===== src/rtl/ysyx_22041211_lsu_bus_pkg.sv =====
// Shared encodings for the LSU bus block: FSM states, access sizes, load/store codes, lane mask bases.
package ysyx_22041211_lsu_bus_pkg;

    typedef enum logic [1:0] {S_IDLE, S_REQ, S_RESP, S_DONE} state_t;

    // Access size shares the low two bits of both load and store encodings.
    typedef enum logic [1:0] {SZ_NONE, SZ_B, SZ_H, SZ_W} size_t;

    localparam logic [2:0] LD_NONE     = 3'b000;
    localparam logic [1:0] ST_NONE     = 2'b00;
    localparam int         LD_UNSIGNED = 2;

    localparam logic [7:0] MASK_B = 8'h01;
    localparam logic [7:0] MASK_H = 8'h03;
    localparam logic [7:0] MASK_W = 8'h0F;

    // Load wins when both load and store codes are present.
    function automatic size_t access_size(input logic [2:0] ld, input logic [1:0] st);
        return (ld != LD_NONE) ? size_t'(ld[1:0]) : size_t'(st);
    endfunction

endpackage


===== src/rtl/ysyx_22041211_lsu_align.sv =====
// Lane alignment: write mask/shift and misalign detect on the request side, read shift and extension on the response side.
// Purely combinational; no state, no backpressure.
module ysyx_22041211_lsu_align
    import ysyx_22041211_lsu_bus_pkg::*;
#(
    parameter  int DATA_LEN = 32,
    localparam int MASK_LEN = DATA_LEN / 8,
    localparam int OFF_W    = $clog2(MASK_LEN)
) (
    input  logic [OFF_W-1:0]    req_off,
    input  size_t               req_size,
    input  logic [DATA_LEN-1:0] st_data,
    output logic [MASK_LEN-1:0] wmask,
    output logic [DATA_LEN-1:0] wdata,
    output logic                misalign,
    input  logic [OFF_W-1:0]    rsp_off,
    input  logic [2:0]          ld_type,
    input  logic [DATA_LEN-1:0] rdata,
    output logic [DATA_LEN-1:0] ld_data
);

    logic [MASK_LEN-1:0] base_mask;
    logic [DATA_LEN-1:0] shifted;
    logic [DATA_LEN-1:0] low_mask;
    logic                sign_bit;

    always_comb begin
        base_mask = '0;
        case (req_size)
            SZ_B:    base_mask = MASK_LEN'(MASK_B);
            SZ_H:    base_mask = MASK_LEN'(MASK_H);
            SZ_W:    base_mask = MASK_LEN'(MASK_W);
            default: base_mask = '0;
        endcase
    end

    assign wmask    = base_mask << req_off;
    assign wdata    = st_data << {req_off, 3'b000};
    assign misalign = ((req_size == SZ_H) && req_off[0]) ||
                      ((req_size == SZ_W) && (req_off[1:0] != 2'b00));

    always_comb begin
        shifted  = rdata >> {rsp_off, 3'b000};
        low_mask = DATA_LEN'(8'hFF);
        sign_bit = shifted[7];
        case (size_t'(ld_type[1:0]))
            SZ_H: begin
                low_mask = DATA_LEN'(16'hFFFF);
                sign_bit = shifted[15];
            end
            SZ_W: begin
                low_mask = DATA_LEN'(32'hFFFF_FFFF);
                sign_bit = shifted[31];
            end
            default: begin
                low_mask = DATA_LEN'(8'hFF);
                sign_bit = shifted[7];
            end
        endcase
        ld_data = (shifted & low_mask) |
                  ((sign_bit && !ld_type[LD_UNSIGNED]) ? ~low_mask : '0);
    end

endmodule


===== src/rtl/ysyx_22041211_lsu_bus.sv =====
// Multi-cycle LSU: one op in flight, 1 cycle for ALU/misaligned ops, 3 + bus wait states for memory ops; all outputs registered.
// Optional watchdog under YSYX_22041211_LSU_TIMEOUT_EN aborts a stuck bus transaction with a fault.
module ysyx_22041211_lsu_bus
    import ysyx_22041211_lsu_bus_pkg::*;
#(
    parameter int DATA_LEN       = 32,
    parameter int ADDR_LEN       = 32,
    parameter int TIMEOUT_CYCLES = 255
) (
    input  logic                     clk,
    input  logic                     rst,
    input  logic                     exu_valid_i,
    output logic                     lsu_ready_o,
    input  logic [ADDR_LEN-1:0]      addr_i,
    input  logic [DATA_LEN-1:0]      wdata_i,
    input  logic [2:0]               load_type_i,
    input  logic [1:0]               store_type_i,
    input  logic                     wd_i,
    input  logic [4:0]               wreg_i,
    output logic                     lsu_valid_o,
    input  logic                     wb_ready_i,
    output logic                     wd_o,
    output logic [4:0]               wreg_o,
    output logic [DATA_LEN-1:0]      wdata_o,
    output logic                     memory_inst_o,
    output logic                     misalign_o,
    output logic                     fault_o,
    output logic                     mem_req_valid_o,
    input  logic                     mem_req_ready_i,
    output logic                     mem_req_we_o,
    output logic [ADDR_LEN-1:0]      mem_req_addr_o,
    output logic [DATA_LEN-1:0]      mem_req_wdata_o,
    output logic [DATA_LEN/8-1:0]    mem_req_wmask_o,
    input  logic                     mem_resp_valid_i,
    output logic                     mem_resp_ready_o,
    input  logic [DATA_LEN-1:0]      mem_resp_rdata_i,
    input  logic                     mem_resp_err_i
);

    localparam int MASK_LEN = DATA_LEN / 8;
    localparam int OFF_W    = $clog2(MASK_LEN);

    state_t              state;
    logic [2:0]          ld_type_q;
    logic [OFF_W-1:0]    off_q;
    logic                is_load, is_store, misalign, timed_out;
    logic [MASK_LEN-1:0] wmask;
    logic [DATA_LEN-1:0] wdata_sh, ld_data;

    assign is_load     = load_type_i != LD_NONE;
    assign is_store    = store_type_i != ST_NONE;
    assign lsu_ready_o = state == S_IDLE;

    ysyx_22041211_lsu_align #(.DATA_LEN(DATA_LEN)) u_align (
        .req_off  (addr_i[OFF_W-1:0]),
        .req_size (access_size(load_type_i, store_type_i)),
        .st_data  (wdata_i),
        .wmask    (wmask),
        .wdata    (wdata_sh),
        .misalign (misalign),
        .rsp_off  (off_q),
        .ld_type  (ld_type_q),
        .rdata    (mem_resp_rdata_i),
        .ld_data  (ld_data)
    );

`ifdef YSYX_22041211_LSU_TIMEOUT_EN
    localparam int TO_RAW = $clog2(TIMEOUT_CYCLES + 1);
    localparam int TO_W   = (TO_RAW < 8) ? 8 : ((TO_RAW > 16) ? 16 : TO_RAW);

    logic [TO_W-1:0] to_cnt;

    // The only way into REQ is an accepted memory op, so clearing on accept covers entry.
    always_ff @(posedge clk) begin
        if (!rst) begin
            to_cnt <= '0;
        end else if (state == S_IDLE) begin
            to_cnt <= '0;
        end else if (state == S_REQ || state == S_RESP) begin
            to_cnt <= to_cnt + 1'b1;
        end
    end

    assign timed_out = (state == S_REQ || state == S_RESP) && (to_cnt == TO_W'(TIMEOUT_CYCLES));
`else
    logic unused_timeout;
    assign unused_timeout = (TIMEOUT_CYCLES != 0);
    assign timed_out      = 1'b0;
`endif

    always_ff @(posedge clk) begin
        if (!rst) begin
            state            <= S_IDLE;
            ld_type_q        <= LD_NONE;
            off_q            <= '0;
            lsu_valid_o      <= 1'b0;
            wd_o             <= 1'b0;
            wreg_o           <= '0;
            wdata_o          <= '0;
            memory_inst_o    <= 1'b0;
            misalign_o       <= 1'b0;
            fault_o          <= 1'b0;
            mem_req_valid_o  <= 1'b0;
            mem_req_we_o     <= 1'b0;
            mem_req_addr_o   <= '0;
            mem_req_wdata_o  <= '0;
            mem_req_wmask_o  <= '0;
            mem_resp_ready_o <= 1'b0;
        end else begin
            case (state)
                S_IDLE: if (exu_valid_i) begin
                    ld_type_q       <= load_type_i;
                    off_q           <= addr_i[OFF_W-1:0];
                    wd_o            <= wd_i;
                    wreg_o          <= wreg_i;
                    wdata_o         <= DATA_LEN'(addr_i);
                    memory_inst_o   <= is_load | is_store;
                    misalign_o      <= 1'b0;
                    fault_o         <= 1'b0;
                    mem_req_addr_o  <= {addr_i[ADDR_LEN-1:OFF_W], {OFF_W{1'b0}}};
                    mem_req_we_o    <= is_store & ~is_load;
                    mem_req_wmask_o <= is_load ? '0 : wmask;
                    mem_req_wdata_o <= wdata_sh;
                    if (!(is_load | is_store)) begin
                        lsu_valid_o <= 1'b1;
                        state       <= S_DONE;
                    end else if (misalign) begin
                        lsu_valid_o <= 1'b1;
                        misalign_o  <= 1'b1;
                        wd_o        <= 1'b0;
                        state       <= S_DONE;
                    end else begin
                        mem_req_valid_o <= 1'b1;
                        state           <= S_REQ;
                    end
                end
                S_REQ: begin
                    if (timed_out) begin
                        mem_req_valid_o <= 1'b0;
                        fault_o         <= 1'b1;
                        wd_o            <= 1'b0;
                        lsu_valid_o     <= 1'b1;
                        state           <= S_DONE;
                    end else if (mem_req_ready_i) begin
                        mem_req_valid_o  <= 1'b0;
                        mem_resp_ready_o <= 1'b1;
                        state            <= S_RESP;
                    end
                end
                S_RESP: begin
                    if (timed_out) begin
                        mem_resp_ready_o <= 1'b0;
                        fault_o          <= 1'b1;
                        wd_o             <= 1'b0;
                        lsu_valid_o      <= 1'b1;
                        state            <= S_DONE;
                    end else if (mem_resp_valid_i) begin
                        mem_resp_ready_o <= 1'b0;
                        lsu_valid_o      <= 1'b1;
                        state            <= S_DONE;
                        if (mem_resp_err_i) begin
                            fault_o <= 1'b1;
                            wd_o    <= 1'b0;
                        end else if (ld_type_q != LD_NONE) begin
                            wdata_o <= ld_data;
                        end
                    end
                end
                S_DONE: if (wb_ready_i) begin
                    lsu_valid_o <= 1'b0;
                    state       <= S_IDLE;
                end
                default: state <= S_IDLE;
            endcase
        end
    end

endmodule


===== config.mk =====
export PLATFORM = sky130hd
export DESIGN_NAME = ysyx_22041211_lsu_bus
export DESIGN_NICKNAME = d
export VERILOG_FILES = /design/src/rtl/ysyx_22041211_lsu_bus_pkg.sv /design/src/rtl/ysyx_22041211_lsu_align.sv /design/src/rtl/ysyx_22041211_lsu_bus.sv
export SDC_FILE = /design/constraint.sdc
export NUM_CORES = 1
export LEC_CHECK = 0
export CELL_PAD_IN_SITES_DETAIL_PLACEMENT = 0
export CELL_PAD_IN_SITES_GLOBAL_PLACEMENT = 1
export CORE_AREA = 5 5 137 139
export CTS_CLUSTER_DIAMETER = 100
export CTS_CLUSTER_SIZE = 30
export DETAILED_ROUTE_END_ITERATION = 8
export DIE_AREA = 0 0 142 144
export PLACE_DENSITY = 0.91
export SETUP_SLACK_MARGIN = 0.3
export SYNTH_ARGS = -nofsm -noshare
export SYNTH_HDL_FRONTEND = slang
export SYNTH_SLANG_ARGS = --single-unit

===== constraint.sdc =====
create_clock -name clk -period 5.35 [get_ports clk]
set_clock_uncertainty 0.1 [all_clocks]
set_input_delay 1.07 -clock clk [delete_from_list [all_inputs] [get_ports clk]]
set_output_delay 1.07 -clock clk [all_outputs]
set_load 0.02 [all_outputs]

==> results of run 1 <==
routing by layer:
metal | GRT usage, % | wire [microns]
met1 | 25.8 | 8940
met2 | 33.3 | 10200
met3 | 6.32 | 1710
met4 | 4.95 | 349
met5 | 0 | 0
synth_stat cells (7+ instances only):
cell,number
a221oi_1,8
mux2_2,8
nand3_1,11
o21ai_0,29
clkbuf_1,46
o2111ai_1,7
a21oi_1,83
nor2_1,40
nor3_1,22
dfxtp_1,118
o211ai_1,9
o22ai_1,7
mux4_2,8
a2111oi_0,10
o211a_1,9
a22oi_1,16
nand2_1,115
a211oi_1,18
o2bb2ai_1,8
buf_2,7
mux2i_1,40
per-stage QoR:
step / hold WS (ns) / worst slack, ns
finish: 0.354 / 2.18
global route: 0.377 / 1.94
CTS: 0.355 / 2.16
detailed placement: 0.346 / 1.77
global placement: 0.342 / 1.87
floorplan: 0.363 / 2.84
cell type report:
cell class | instances | area [sq um] | area share (%)
multi-input cells | 499 | 3160 | 36.3
flip-flops and latches | 118 | 2360 | 27.1
well taps | 229 | 287 | 3.29
repair buffers | 233 | 2310 | 26.5
clock inverters | 14 | 139 | 1.59
inverters | 7 | 26.3 | 0.302
clock buffers | 18 | 429 | 4.92
report_power, final:
part / internal (mW) / switching [mW] / leakage (nW) / total [mW]
clock: 0.651 / 0.458 / 0.271 / 1.11
combinational: 0.715 / 0.982 / 1.89 / 1.70
sequential: 1.08 / 0.123 / 0.968 / 1.20
total: 2.45 / 1.56 / 3.13 / 4.01
kinds of logic (layout without fill, tap and decap cells):
kind of cell | Yosys count | in the layout | share of synthesized area [%]
fa+ha+maj | 4 | 4 | 0.859
compound gates | 223 | 223 | 25.4
buf+inv | 71 | 272 | 5.56
simple gates | 214 | 214 | 16.1
other cells | 1 | 2 | 0.0643
mux | 56 | 56 | 11.5
flops | 118 | 118 | 40.5
sequential cells by signal, summed over array words and instances, names as in the netlist:
signal,count
misalign_o,1
mem_req_wmask_o,4
off_q,2
fault_o,1
wdata_o,32
lsu_valid_o,1
mem_req_wdata_o,32
mem_req_valid_o,1
mem_req_addr_o,30
memory_inst_o,1
mem_resp_ready_o,1
mem_req_we_o,1
state,2
wd_o,1
ld_type_q,3
wreg_o,5
tightest hold or removal path: cells and delay by family, from the launching register on:
family | cells | cell delay [ns]
flip-flops | 1 | 0.30
AND/OR/NAND/NOR | 1 | 0.05
AO/OA/AOI/OAI | 1 | 0.05
worst max-delay path by stage:
stage                   start             endpoint  slack [ns]
3_3_place_gp        addr_i[1]  mem_req_wdata_o[23]        1.87
2_1_floorplan  load_type_i[0]      mem_req_valid_o        2.84
4_1_cts              state[0]          lsu_ready_o        2.16
5_1_grt             addr_i[1]  mem_req_wdata_o[17]        1.94
6_report             state[0]          lsu_ready_o        2.18
3_5_place_dp        addr_i[1]  mem_req_wdata_o[19]        1.77
==> impl_results.md, run 1 <==
- Final WL: 21.2 mm
- Most common cell after layout, fill and taps aside: clkdlybuf4s50_1
- Sink Count: about 120
- Post-CTS Hold Fix Bufs: 0
- Mapped cell area: roughly 5800 sq um
- Cell count along the critical path: 3
- Max Clk Rate: between 0.3 and 0.4 GHz
- Synthesis-to-layout area growth: 49.5%
- Crit end category: output pin
- Fin crit share: approximately three fifths
- Final #Nets: between 900 and 1000
- Cells after Synth: 687
- Worst path slowest cell: clkdlybuf4s50_1
- Total global routing overflow: 0
- Crit start category: flop
- Hold path start: mem_req_addr_o[12]
- Pins Over Slew Limit: 0
- Drt via density: 5.31
- Main synth FF type: dfxtp_1
- Worst Hold Path EP: mem_req_addr_o[12]
- Final Hold Viols: 0
- HP Class: flop to flop
- Max IR drop VDD: around 220 uV
- Synthesized flop and latch total: between 100 and 150
- Number of library cell types mapped by synthesis: slightly above 60
- Pwr dens: ~460 nW/um^2
- DP Area: 8150 sq um
- Worst-Margin Slew: between 1 and 1.5 ns
- Die area: between 20000 and 25000 sq um
- Post-route cell area: about 8700 sq um
- Core box area: approximately 18000 sq um
- Setup bufs post-CTS: 0
- Yosys top cell by area: dfxtp_1
- Total Power: approximately 4 mW
- Fraction of layout cells with a size suffix above 1: roughly 7.6%
- Final Critical Period: between 3 and 4 ns
- Setup Crit Path Kind: flop to output pin
- Gpl congestion: about 0.85
- Buffers & Inverters on Critical Path: 2
- I/O pins: 228
- HPWL after DPL: around 15 mm
- Capturing point of the worst reg2reg path: wdata_o[29]
- GR Util All Layers: about a fifth
- 1st-pass router iterations: 5
- Non-filler cells, final: ~1100
- Slowest Stage Delay on Critical Path: ~0.7 ns
- Via count: slightly below 6000
- CP required: ~4.2 ns
- Area contributors post-synth: dfxtp_1 41%, nand2_1 7.4%, a21oi_1 7.1%
- Async SR Flop Fraction: 0%
- First-pass GRT wire length: 32.5 mm
- H-tree depth: 4
- Share of the yosys chip area belonging to registers: 40.5%
- CP Cell Sequence: inv_1, ha_1, clkdlybuf4s50_1
- CTS Buf Count: 17
- Synth warnings: 0
- Initial Utilization: 33.2%
- WHS Path Cells: 2
- Antenna violations before repair: 0
- Finish-stage setup viols: 0
- Routed len/inst: between 15 and 20 microns
- Most frequent cells in the layout: 224 x clkdlybuf4s50_1, 118 x dfxtp_1, 114 x nand2_1, 83 x a21oi_1
- CTS tree: done
- Leak: between 3 and 4 nW
- Outcome: finished, final reports clean
- Max Cap Viol: 0
- Placed cell count: roughly 1100
- Number of port buffers: around 230
- RSZ-0062 raised after global routing: false
- Worst Reg-to-Reg Cells: 7
- Mean post-synth cell area: 8.48 sq um
- Die Y: approximately 140 microns
- Clock-pin slew on the worst setup and hold paths: roughly 0.06 ns
- EDFF count, synth: 0
- CP Max Fanout: 11
- Root Driver: clkbuf_16
- R2R setup slack: 2.58 ns
- Longest Clk Path Bufs: 2
- Worst path arrival time: about 2.0 ns
- Setup TNS: 0 ns
- Die Width: 142 microns
- Worst rel slew slack: 30.6%
- ANT cells: 0
- Area fraction of the dominant cell type after synthesis: about two fifths
- Clock latency on the worst-skew pair: roughly 0.42 ns
- Initial DRC count: 447
- Fillers: 1703
- Row cnt: between 40 and 50
- Family with the most delay on the worst path: buffers and inverters
- DRT antenna net count: 0
- Largest net degree at the start of global routing: between 50 and 60
- Final core occ: 49.7%
- DRC: 0
- # resized after CTS: 0
- Vias in the first global route: ~5800
- RR Startpoint: state[0]
No activity file was read; power rests on OpenSTA's default activity.
==> run 2, diff against run 1 <==
- CORE_AREA: 5 5 137 139 -> 5 5 148 150
- DIE_AREA: 0 0 142 144 -> 0 0 153 155
- PLACE_DENSITY: 0.91 -> 0.83
- clock period: 5.35 -> 2.9 ns (I/O delays scaled with it)
==> impl_results.md, run 2 (synthesized netlist as in run 1, its figures left out) <==
- Number of port buffers: about 230
- I/O pins: 228
- Routed len/inst: roughly 18 microns
- RSZ-0062 raised after global routing: true
- ANT cells: 0
- Root Driver: clkbuf_16
- Final Critical Period: around 2.5 ns
- RR Startpoint: state[0]
- Worst rel slew slack: a little under two fifths
- Max Cap Viol: 0
- Worst-Margin Slew: ~0.93 ns
- Die area: between 20000 and 25000 sq um
- GR Util All Layers: about 18%
- Pins Over Slew Limit: 0
- H-tree depth: 4
- Post-CTS Hold Fix Bufs: 0
- Antenna violations before repair: 1
- Largest net degree at the start of global routing: 45
- Drt via density: 5.17
- Via count: ~6100
- CP Max Fanout: 11
- CTS Buf Count: 17
- Initial DRC count: 367
- HP Class: flop to flop
- Die Width: about 150 microns
- Core box area: approximately 20000 sq um
- Final #Nets: 1012
- First-pass GRT wire length: 34.0 mm
- Max Clk Rate: between 0.3 and 0.4 GHz
- Vias in the first global route: around 6000
- Leak: about 3.3 nW
- Gpl congestion: around 0.84
- Switch Pwr: 2.90 mW
- Max IR drop VDD: just under 400 uV
- Non-filler cells, final: around 1200
- Most common cell after layout, fill and taps aside: clkdlybuf4s50_1
- Most frequent cells in the layout: 224 x clkdlybuf4s50_1, 118 x dfxtp_1, 114 x nand2_1, 83 x a21oi_1
- Clk pwr share: between 20% and 30%
- Hold path start: mem_req_addr_o[13]
- Top flop regs: mem_req_wdata_o x32, wdata_o x32, mem_req_addr_o x30
- Setup TNS: 0 ns
- CTS tree: done
- Pwr dens: around 860 nW/um^2
- Crit end category: output pin
- Placed cell count: ~1200
- Initial Utilization: about 28%
- Final WL: around 22 mm
- Die Y: about 160 microns
- DRT antenna net count: 0
- Fin crit share: 87.8%
- Clock latency on the worst-skew pair: around 0.41 ns
- Clock-pin slew on the worst setup and hold paths: around 0.060 ns
- Fillers: 2043
- Int Power: 4.80 mW
- HPWL after DPL: ~16 mm
- Final Hold Viols: 0
- Longest Clk Path Bufs: 2
- Setup Crit Path Kind: flop to output pin
- CP required: between 2 and 2.5 ns
- DRC: 0
- Comb power frac: ~43%
- Fraction of layout cells with a size suffix above 1: 9.60%
- Worst path arrival time: about 1.9 ns
- Worst Setup SP: state[0]
- Total global routing overflow: 0
- Finish-stage setup viols: 0
- Synthesis-to-layout area growth: 54.4%
- Sink Count: between 100 and 150
- 1st-pass router iterations: 6
- Outcome: finished, final reports clean
- Sw Ratio: a little under two fifths
- Crit start category: flop
- Row cnt: 53
- Flop pwr share: 28.7%
## run 2: changes by cell type in the layout (fill, tap and decap cells not counted), sizes merged
| cell | delta |
|---|---|
| inv | -6 |
| buf | +18 |
| bufinv | +2 |
| clkinv | +4 |
| clkbuf | -1 |
## run 2: power groups by stage
stage | clock (mW) | combinational [mW] | sequential [mW]
2_1_floorplan | 0 | 1.50 | 2.62
3_3_place_gp | 0 | 3.30 | 2.24
3_5_place_dp | 0 | 3.32 | 2.24
4_1_cts | 2.22 | 3.34 | 2.22
5_1_grt | 2.31 | 3.57 | 2.26
6_report | 2.18 | 3.31 | 2.21
## run 2: timing repair
item | CTS | global route
setup endpoints to repair | 1 | 2
setup buffers | 0 | 0
gates resized for setup | 1 | 1
## run 2: path summary, 6_finish.rpt
kind	end	slack, ns	depth (start not counted)
worst min-delay path	mem_req_addr_o[13]	0.35	2
worst max register to register	wdata_o[15]	0.50	6
worst max-delay path	lsu_ready_o	0.36	3
worst min register to register	mem_req_addr_o[13]	0.35	2
## run 2: cell type report
cell class	count	area, sq um	share of cell area (%)
clock buffer	17	425	4.73
multi-input combinational	499	3170	35.2
tap	275	344	3.82
inverter	7	26.3	0.292
timing repair buffer	251	2490	27.7
sequential	118	2360	26.3
clock inverter	14	179	1.99
## run 2: layer usage
layer / global-route usage (%) / wire length (microns) / part of all wire (%)
met1: 21.8 / 9200 / 42
met4: 5.47 / 417 / 1.9
met2: 29.9 / 10300 / 47
met5: 0 / 13 / 0.060
met3: 6.51 / 1870 / 8.6
## run 2: critical path: stages (launching register included)
cell             delay [ns]
dfxtp_1                0.34
inv_1                  0.10
ha_2                   0.35
clkdlybuf4s50_1        0.66
## run 2: metrics by stage
| step | area, sq um | hold slack [ns] | worst slack (ns) | power, mW | utilization [%] |
|---|---|---|---|---|---|
| after detailed placement | 8390 | 0.346 | 0.187 | 5.57 | 40.8 |
| final | 9000 | 0.353 | 0.355 | 7.70 | 43.8 |
| after floorplan | 5830 | 0.363 | 0.688 | 4.12 | - |
| after CTS | 9000 | 0.354 | 0.331 | 7.77 | 43.8 |
| after global routing | 9000 | 0.372 | 0.271 | 8.14 | 43.8 |
| after global placement | 8390 | 0.342 | 0.240 | 5.54 | 40.8 |
==> run 3, diff against run 2 <==
- CORE_AREA: 5 5 148 150 -> 5 5 141 143
- DIE_AREA: 0 0 153 155 -> 0 0 146 148
- PLACE_DENSITY: 0.83 -> 0.87
- SLEW_MARGIN: unset -> 25
- clock period: 2.9 -> 2.6 ns (I/O delays scaled with it)
==> impl_results.md, run 3 (synthesized netlist as in run 1, its figures left out) <==
- Outcome: finished, final reports clean
- Fin crit share: between 80 and 90%
- Vias in the first global route: 5987
- Max IR drop VDD: roughly 520 uV
- CTS tree: done
- CP Max Fanout: 20
- Routed len/inst: between 15 and 20 microns
- Worst path slowest cell: or3_4
- Final #Nets: ~1000
- Most common cell after layout, fill and taps aside: clkdlybuf4s50_1
- Setup bufs post-CTS: 0
- Comb power frac: a little over two fifths
- Flop pwr share: between 20 and 30%
- WHS Path Cells: 2
- Clk pwr share: between 20% and 30%
- Switch Pwr: 3.23 mW
- Buffers & Inverters on Critical Path: 1
- Antenna violations before repair: 0
- Slowest Stage Delay on Critical Path: roughly 0.52 ns
- DP Area: about 8400 sq um
- Final Hold Viols: 0
- ANT cells: 0
- CTS Buf Count: 17
- Int Power: 5.42 mW
- Final Critical Period: roughly 2.2 ns
- Worst Setup SP: state[0]
- Die area: about 22000 sq um
- Root Driver: clkbuf_16
- Finish-stage setup viols: 0
- Total global routing overflow: 0
- Hold path start: wreg_o[3]
- Most frequent cells in the layout: 223 x clkdlybuf4s50_1, 118 x dfxtp_1, 114 x nand2_1, 83 x a21oi_1, 40 x mux2i_1
- Sw Ratio: about 37%
- CP required: about 2.8 ns
- Clock latency on the worst-skew pair: 0.41 ns
- DRT antenna net count: 0
- Clock-pin slew on the worst setup and hold paths: roughly 0.060 ns
- HP Class: flop to flop
- Multi-input logic area: 3190 sq um
- Core box area: 18500 sq um
- Pins Over Slew Limit: 0
- Fraction of layout cells with a size suffix above 1: between 10 and 15%
- Worst Reg-to-Reg Cells: 6
- Setup Crit Path Kind: flop to flop
- Via count: roughly 6200
- Max Cap Viol: 0
- Drt via density: 5.37
- Worst path arrival time: about 2.4 ns
- Crit start category: flop
- Initial Utilization: 31.6%
- Sink Count: around 120
- Fillers: ~1800
- Crit end category: flop
- Leak: between 3 and 4 nW
- Initial DRC count: approximately 460
- Longest Clk Path Bufs: 2
- Die Width: between 100 and 150 microns
- H-tree depth: 4
- CP Cell Sequence: inv_1, ha_1, nor2b_4, or3_4, a2111oi_0, a211oi_1
- Largest net degree at the start of global routing: 74
- Family with the most delay on the worst path: simple AND/OR/NAND/NOR gates
- RR Startpoint: state[0]
- Top flop regs: mem_req_wdata_o x32, wdata_o x32, mem_req_addr_o x30
- HPWL after DPL: roughly 16 mm
- Post-route cell area: between 9000 and 10000 sq um
- Pwr dens: around 950 nW/um^2
- Number of port buffers: ~230
- Worst rel slew slack: 48.8%
- Die Y: approximately 150 microns
- Cell count along the critical path: 6
- Row cnt: 50
- Worst-Margin Slew: ~0.77 ns
- DRC: 0
- Gpl congestion: 0.839
- First-pass GRT wire length: around 33 mm
- Synthesis-to-layout area growth: 55.7%
- GR Util All Layers: about a fifth
- 1st-pass router iterations: 7
- Final core occ: 49.2%
- Max Clk Rate: around 0.45 GHz
- I/O pins: roughly 230
- RSZ-0062 raised after global routing: true
- Total Power: between 8 and 9 mW
- Final WL: approximately 22 mm
- Sequential cell area: around 2400 sq um
==> run 3: cell types whose count changed in the layout (fill, tap and decap cells not counted), moves of 2 or more <==
cell / previous run / this run
a2111oi_0: 9 / 5
a2111oi_1: 1 / 3
a2111oi_2: 0 / 2
buf_12: 4 / 7
buf_4: 22 / 28
clkinv_4: 5 / 3
==> run 3: worst paths after layout <==
check                 to  slack (ns)
min reg2reg    wreg_o[3]        0.35
max reg2reg  wdata_o[30]        0.39
max          wdata_o[30]        0.39
min            wreg_o[3]        0.35
==> run 3: metal layers <==
layer / wire (microns) / track usage [%] / vias up
met4: 420 / 6.26 / 0
met5: 0 / 0 / -
met2: 10300 / 32.5 / 269
met1: 8780 / 23.3 / 2924
met3: 1960 / 6.62 / 28
li1: - / - / 2947
==> run 3: tightest hold or removal path, delay by kind of cell (launching register included) <==
family	cells	cell delay, ns
flops	1	0.30
simple gates	1	0.05
compound gates	1	0.05
==> run 3: power groups by stage <==
stage          clock (mW)  sequential (mW)  combinational, mW
6_report             2.39             2.48               3.78
5_1_grt              2.53             2.53               4.06
4_1_cts              2.44             2.48               3.76
3_5_place_dp            0             2.52               3.76
3_3_place_gp            0             2.51               3.74
2_1_floorplan           0             2.92               1.67
==> run 3: timing repair <==
| item | 4_1_cts | 5_1_grt |
|---|---|---|
| cloned | 0 | 0 |
| resized for setup | 1 | 11 |
| setup endpoints to repair | 1 | 25 |
| hold buffers | 0 | 0 |
==> run 3: layout make-up <==
class	count	area share [%]
sequential	118	26.0
multi-input combinational	499	35.2
timing repair buffer	260	28.6
clock buffer	17	4.69
inverter	7	0.290
tap	234	3.23
clock inverter	14	1.96
==> run 3: per-stage QoR <==
stage	setup WS, ns	std cells	hold WS [ns]	setup TNS, ns
5_1_grt	0.247	1149	0.370	0
3_5_place_dp	-0.0296	1118	0.345	-0.0296
2_1_floorplan	0.388	688	0.363	0
4_1_cts	0.311	1149	0.353	0
3_3_place_gp	0.0506	1118	0.341	0
6_report	0.392	1149	0.351	0
